==> src/rtl/layer_2_pool.sv <==
// 2x2 max-pooling stage: reduces each 4-sample window to its maximum, tags it with a
// rotating channel index and queues it in a show-ahead FIFO for the dense stage.
module layer_2_pool #(
    parameter int unsigned DW    = 18,
    parameter int unsigned CH    = 4,
    parameter int unsigned DEPTH = 8,
    parameter int unsigned N_OUT = 100
) (
    input  logic                                clk,
    input  logic                                rst_n,
    input  logic                                tx_done,
    input  logic [DW-1:0]                       din,
    input  logic                                din_vld,
    output logic                                stall,
    output logic [DW-1:0]                       dout,
    output logic [((CH > 1) ? $clog2(CH) : 1)-1:0] dout_ch,
    output logic                                dout_vld,
    input  logic                                dout_ack,
    output logic                                done,
    output logic                                ovf
);

    localparam int unsigned CW = (CH > 1) ? $clog2(CH) : 1;
    localparam int unsigned AW = $clog2(DEPTH);
    localparam int unsigned NW = $clog2(N_OUT + 1);

    typedef enum logic [0:0] {StCollect, StDone} state_e;

    state_e         state;
    logic [1:0]     s_cnt;
    logic [DW-1:0]  max_r;
    logic [CW-1:0]  ch_r;
    logic [NW-1:0]  out_cnt;
    logic [AW-1:0]  wr_ptr;
    logic [AW-1:0]  rd_ptr;
    logic [AW:0]    count;

    logic [DW-1:0]  mem_v [DEPTH];
    logic [CW-1:0]  mem_c [DEPTH];

    logic           accept;
    logic           push;
    logic           pop;
    logic           last;
    logic [DW-1:0]  win_max;

    assign stall   = (count == (AW+1)'(DEPTH));
    assign accept  = din_vld && !stall && (state == StCollect);
    assign push    = accept && (s_cnt == 2'd3);
    assign pop     = dout_ack && (count != '0);
    // Strict compare: a tie keeps the value already held.
    assign win_max = (din > max_r) ? din : max_r;
    assign last    = (out_cnt == NW'(N_OUT - 1));

    assign dout_vld = (count != '0);
    assign dout     = dout_vld ? mem_v[rd_ptr] : '0;
    assign dout_ch  = dout_vld ? mem_c[rd_ptr] : '0;

    // Storage needs no reset: the head is gated by count.
    always_ff @(posedge clk) begin
        if (push && !tx_done) begin
            mem_v[wr_ptr] <= win_max;
            mem_c[wr_ptr] <= ch_r;
        end
    end

    always_ff @(posedge clk or negedge rst_n) begin
        if (!rst_n) begin
            state   <= StCollect;
            s_cnt   <= '0;
            max_r   <= '0;
            ch_r    <= '0;
            out_cnt <= '0;
            wr_ptr  <= '0;
            rd_ptr  <= '0;
            count   <= '0;
            done    <= 1'b0;
            ovf     <= 1'b0;
        end else if (tx_done) begin
            state   <= StCollect;
            s_cnt   <= '0;
            max_r   <= '0;
            ch_r    <= '0;
            out_cnt <= '0;
            wr_ptr  <= '0;
            rd_ptr  <= '0;
            count   <= '0;
            done    <= 1'b0;
            ovf     <= 1'b0;
        end else begin
            done <= push && last;
            if (din_vld && !accept) begin
                ovf <= 1'b1;
            end
            if (accept) begin
                s_cnt <= s_cnt + 2'd1;
                if (s_cnt == 2'd0) begin
                    max_r <= din;
                end else if (s_cnt != 2'd3) begin
                    max_r <= win_max;
                end
            end
            if (push) begin
                wr_ptr  <= wr_ptr + 1'b1;
                out_cnt <= out_cnt + 1'b1;
                ch_r    <= (ch_r == CW'(CH - 1)) ? '0 : ch_r + 1'b1;
                if (last) begin
                    state <= StDone;
                end
            end
            if (pop) begin
                rd_ptr <= rd_ptr + 1'b1;
            end
            case ({push, pop})
                2'b10:   count <= count + 1'b1;
                2'b01:   count <= count - 1'b1;
                default: count <= count;
            endcase
        end
    end

endmodule
==> config.mk <==
export PLATFORM = sky130hd
export DESIGN_NAME = layer_2_pool
export DESIGN_NICKNAME = d
export VERILOG_FILES = /design/src/rtl/layer_2_pool.sv
export SDC_FILE = /design/constraint.sdc
export NUM_CORES = 1
export LEC_CHECK = 0
export BUFFER_PORTS_ARGS = -buffer_cell sky130_fd_sc_hd__buf_2
export CAP_MARGIN = 20
export CORE_MARGIN = 3
export CORE_UTILIZATION = 61
export CTS_BUF_LIST = sky130_fd_sc_hd__clkbuf_16
export CTS_CLUSTER_SIZE = 8
export DETAILED_ROUTE_END_ITERATION = 16
export PLACE_DENSITY = 0.8
export SETUP_SLACK_MARGIN = 0.5
export SLEW_MARGIN = 20
export SYNTH_ARGS = -nofsm -noshare
export SYNTH_HDL_FRONTEND = slang
export SYNTH_SLANG_ARGS = --single-unit
==> constraint.sdc <==
create_clock -name clk -period 5.27 [get_ports clk]
set_input_delay 0 -clock clk [delete_from_list [all_inputs] [get_ports clk]]
set_output_delay 0 -clock clk [all_outputs]
set_load 0.01 [all_outputs]
After elaboration in Yosys (flattened, before gate mapping). Memories as Yosys holds them, arrays and structs flattened. Index checks and enable logic that the tools add are counted.

Register bits after elaboration: 42. RAM bits: 160. Bits of input ports: 23. Output and inout port bits: 24. Logic and storage cells: 77. Memories: 2.

Add/subtract/negate cells: 7. $lt $le $gt $ge: 1. Equal/unequal tests: 7. Mux-type cells: 28. Bitwise gates (word level): 1. Reduce and logical (&&, ||, !) cells: 21.

Memories: mem_v (depth 8, bits a word 18, read ports 1, clocked after Yosys merged registers in 0, write ports 1, line 38) `logic [DW-1:0] mem_v [DEPTH];`; mem_c (depth 8, bits a word 2, read ports 1, clocked after Yosys merged registers in 0, write ports 1, line 39) `logic [CW-1:0] mem_c [DEPTH];`.

Operators with widths (count): $mux 18 (6); $gt 18x18->1 (1); $mux 7 (2); $mux 2 (6); $mux 3 (4); $reduce_bool 2->1 (5); $mux 1 (8); $pmux 4 s2 (1); $add 7x1->7 const B (1); $eq 7x7->1 const B (1); $logic_and 1x1->1 (7); $add 3x1->3 const B (2); $eq 2x2->1 const B (3); $reduce_bool 3->1 (2); $add 2x1->2 const B (2); $add 4x1->4 const B (1); $eq 4x4->1 const B (1); $mux 4 (1); $reduce_and 2->1 (2); $reduce_bool 4->1 (1); $sub 4x1->4 const B (1); $logic_not 1->1 (3); $eq 2x1->1 const B (1); $logic_not 2->1 (1); 2 further kinds (2).

Logic depth before layout (Yosys ltp).
Depth after elaboration: 8. Mapped depth: 10. Depth with buffers taken out: 10.

Least setup slack after synthesis. OpenSTA, ideal clock, no wires.

Path type: reg2reg. From: register count[3]. To: memory mem_c[0][0] (netlist name), enable pin. Library setup time: 0.422 ns. Arrival time: 2.642 ns. Required time: 4.848 ns. Path slack: 2.206 ns. Stages on the path, launching flop included: 6. Path buffers: 1. Period minus slack after synthesis: 3.064 ns. Cells stage by stage: dfrtp_1 or4b_4 nand3_1 clkbuf_1 or3_1 nor3_1.

Longest elaborated chain between the ends: 8.

Ends and longest elaborated chain: start, declared (line 36) `logic [AW:0] count;`; start signal, assigned (line 115) `2'b10: count <= count + 1'b1;`; start signal, assigned (line 116) `2'b01: count <= count - 1'b1;`; start signal, assigned (line 117) `default: count <= count;`; $eq 4x4->1 (line 47) `assign stall = (count == (AW+1)'(DEPTH));`; $logic_not 1->1 (line 48) `assign accept = din_vld && !stall && (state == StCollect);`; $logic_and 1x1->1 (2 in series) (line 48); $logic_and 1x1->1 (line 49) `assign push = accept && (s_cnt == 2'd3);`; $logic_and 1x1->1 (line 61) `if (push && !tx_done) begin`; $mux 1 (line 61); $mux 1 (implied by the code) (line 63) `mem_c[wr_ptr] <= ch_r;`; end, declared (line 39).

No other way between the ends.

Worst setup path in the final report.
From: register max_r[13]. To: memory mem_v[3][5] (data pin).

Longest elaborated chain between the ends: 2.

Ends and longest elaborated chain: start, declared (line 31) `logic [DW-1:0] max_r;`; start signal, assigned (line 98) `max_r <= din;`; start signal, assigned (line 100) `max_r <= win_max;`; $gt 18x18->1 (line 52) `assign win_max = (din > max_r) ? din : max_r;`; $mux 18 (line 52); via win_max[5] (line 45) `logic [DW-1:0] win_max;`; end, declared (line 38).

The timed path passes the listed nets, and every way through them passes these cells.

==> reports/qor.csv <==
metric,value,unit
outcome,"complete, no violations",
Worst Setup End Kind,flip-flop,
FMAX,0.305,GHz
vias in the first global route,5597,
post-DR wirelength/cell,22.7,um
clk slew on worst S/H paths,50,ps
cell leakage power,3.84,nW
RR Startpoint,max_r[13],
I/O pin cnt,47,
"most common cell after layout, fill and taps aside",edfxtp_1,
worst r2r dst,mem_v[3][5],
most frequent cells in the layout,"edfxtp_1 (160), inv_1 (51), buf_2 (46)",
P per Cell Area,464,nW/um2
slowest CP cell,a31oi_4,
leading area contributor after synthesis,edfxtp_1,
CTS Buf Count,29,
RSZ-0062 raised after global routing,no,
# port buffers,46,
peak supply drop,0.365,mV
DRT iter0 DRCs,464,
CTS Buffer Depth,3,
Syn Nets,597,
CP Data Required Time,5360,ps
global-route wire length before repair,30400,um
Synth cell types,43,
GRT Util Overall,0.247,
final-report hold violation count,0,
sequential element share of the synthesized area,0.675,
layout net count,682,
number of gates resized after cts,0,
reg2reg path depth,7,
"top cells by area, synth","edfxtp_1 (55%), dfrtp_1 (12%), mux4_2 (10%)",
crit start category,flip-flop,
FF-to-FF setup slack,1990,ps
Post-Route Setup TNS,0,ps
Min-Delay Path Class,in2async,
number of vias per cell,6.26,
mean area per synthesized cell,15.9,um2
crit path max fanout,42,
CP Class,reg2reg,
mapped cell area,8680,um2
Yosys reg bits,202,
die height,125,um
H-tree Lvls,1,
Final Cycle Share,0.623,
Post-DP HPWL,11200,um
Setup Skew,21.7,ps
CTS Sinks,202,
ant diodes,0,
"Largest stage delay, worst path",870,ps
fin crit period,3280,ps
Die X,125,um
top cell type's share of synthesized area,0.554,
largest net degree at the start of global routing,43,
root buffer cell,clkbuf_16,
remaining antenna violation count,0,
met2 usage,0.416,
clk_lat worst skew,520,ps
relative slew slack,0.275,
Placer Congestion,0.851,
Initial Util,0.640,
Synth Instances,547,
drt drc,0,
"Area growth, synth to finish",17.5,%
Synth warnings,0,
met3 usage,0.0465,
cell family with the largest share of critical-path delay,compound AO/OA/AOI/OAI gates,
Tot Pwr,4.73,mW
Final Setup Violations,0,
WL final,18800,um
WP buf/inv,1,
row cnt,42,
worst path arrival time,3370,ps
CTS tree,done,
max-slew violations,0,
ratio of cells with drive above 1 in the final layout,0.223,
max cap viols,0,
area of the die,15700,um2
drt pass-1 iters,5,
total grt overflow,0,
initial antenna violation count,0,
grt peak-use layer,met2,
post-CTS setup buffer count,0,
routed vias,5192,
Least-Margin Pin Slew,1090,ps
ordered cell list for the critical path,inv_1 > ha_1 > nand4_1 > nor3_1 > o31ai_1 > a31oi_4 > o21ai_0,
met1 Use GR,0.334,
Core ar.,13600,um2
-- per-stage QoR --
step	setup WS (ps)	std cells	area, um2	utilization	hold WS, ps
after CTS	1990	830	10200	0.752	202
after global placement	2150	754	9140	0.674	191
after detailed placement	2060	754	9140	0.674	199
after floorplan	2210	547	8680	-	-296
after global routing	1770	830	10200	0.752	246
final	1990	830	10200	0.752	194
-- worst max path at each step --
stage / from / to / slack [ps] / cells after the start
6_report: max_r[13] / mem_v[3][5] / 1990 / 7
5_1_grt: max_r[17] / mem_v[4][13] / 1770 / 7
4_1_cts: max_r[5] / max_r[12] / 1990 / 8
3_5_place_dp: max_r[13] / max_r[9] / 2060 / 8
3_3_place_gp: max_r[13] / max_r[13] / 2150 / 8
2_1_floorplan: count[3] / mem_c[0][0] / 2210 / 5
-- kinds of logic after synthesis --
family | count (synthesis) | synth area share
AOI/OAI and AO/OA | 67 | 0.0536
xor gates and xnor gates | 13 | 0.0131
adders and majority gates | 27 | 0.0398
buffers and inverters | 56 | 0.0272
DFF | 202 | 0.675
muxes | 63 | 0.130
and+or+nand+nor | 119 | 0.0611
-- worst reg2reg max path, cell delays in order (launching register included) --
cell,delay (ps)
dfrtp_1,360
inv_1,60
ha_1,320
nand4_1,180
nor3_1,310
o31ai_1,170
a31oi_4,870
o21ai_0,600
-- Yosys cell counts, drive strengths merged --
cell,n
a211oi,1
a21o,3
a21oi,14
a221oi,1
a22o,15
a31oi,1
and2,1
and3,1
and4,2
buf,13
clkbuf,14
dfrtp,42
edfxtp,160
fa,1
ha,26
inv,29
mux2i,23
mux4,40
nand2,38
nand2b,3
nand3,9
nand4,5
nor2,46
nor2b,2
nor3,6
nor4,2
o2111ai,3
o211a,1
o21a,1
o21ai,22
o311ai,3
o31ai,2
or2,1
or3,2
or4b,1
xnor2,8
xor2,5
-- layout make-up --
type                       instances  area, um2
clock buffer                      29        726
clock inverter                    24       95.1
fill                             777       3360
inverter                          29        109
multi-input combinational        289       2640
sequential                       202       5860
tap                              176        220
timing repair buffer              81        551
-- per-layer routing --
| metal | wire [um] | part of all wire | vias up |
|---|---|---|---|
| li1 | - | - | 2264 |
| met1 | 7370 | 0.39 | 2623 |
| met2 | 9420 | 0.50 | 246 |
| met5 | 0 | 0 | - |
| met3 | 1390 | 0.074 | 59 |
| met4 | 636 | 0.034 | 0 |
-- timing repair --
action                                  CTS  global route
endpoints found under the setup margin    0             0
hold endpoints to repair                 77             0
hold buffers                             23             0
-- report_power, final --
group          total, mW  leakage, nW  switching, mW  internal (mW)
clock network       1.61        0.484          0.627          0.978
logic               1.15         1.34          0.640          0.506
registers           1.98         2.02          0.119           1.86
-- registers in the layout, indices dropped and copies added, names as in the netlist --
register and count:
s_cnt 2, ch_r 2, out_cnt 7, ovf 1
wr_ptr 3, done 1, count 4, state 1
mem_v 144, rd_ptr 3, max_r 18, mem_c 16
No activity file was read; power rests on OpenSTA's default activity.
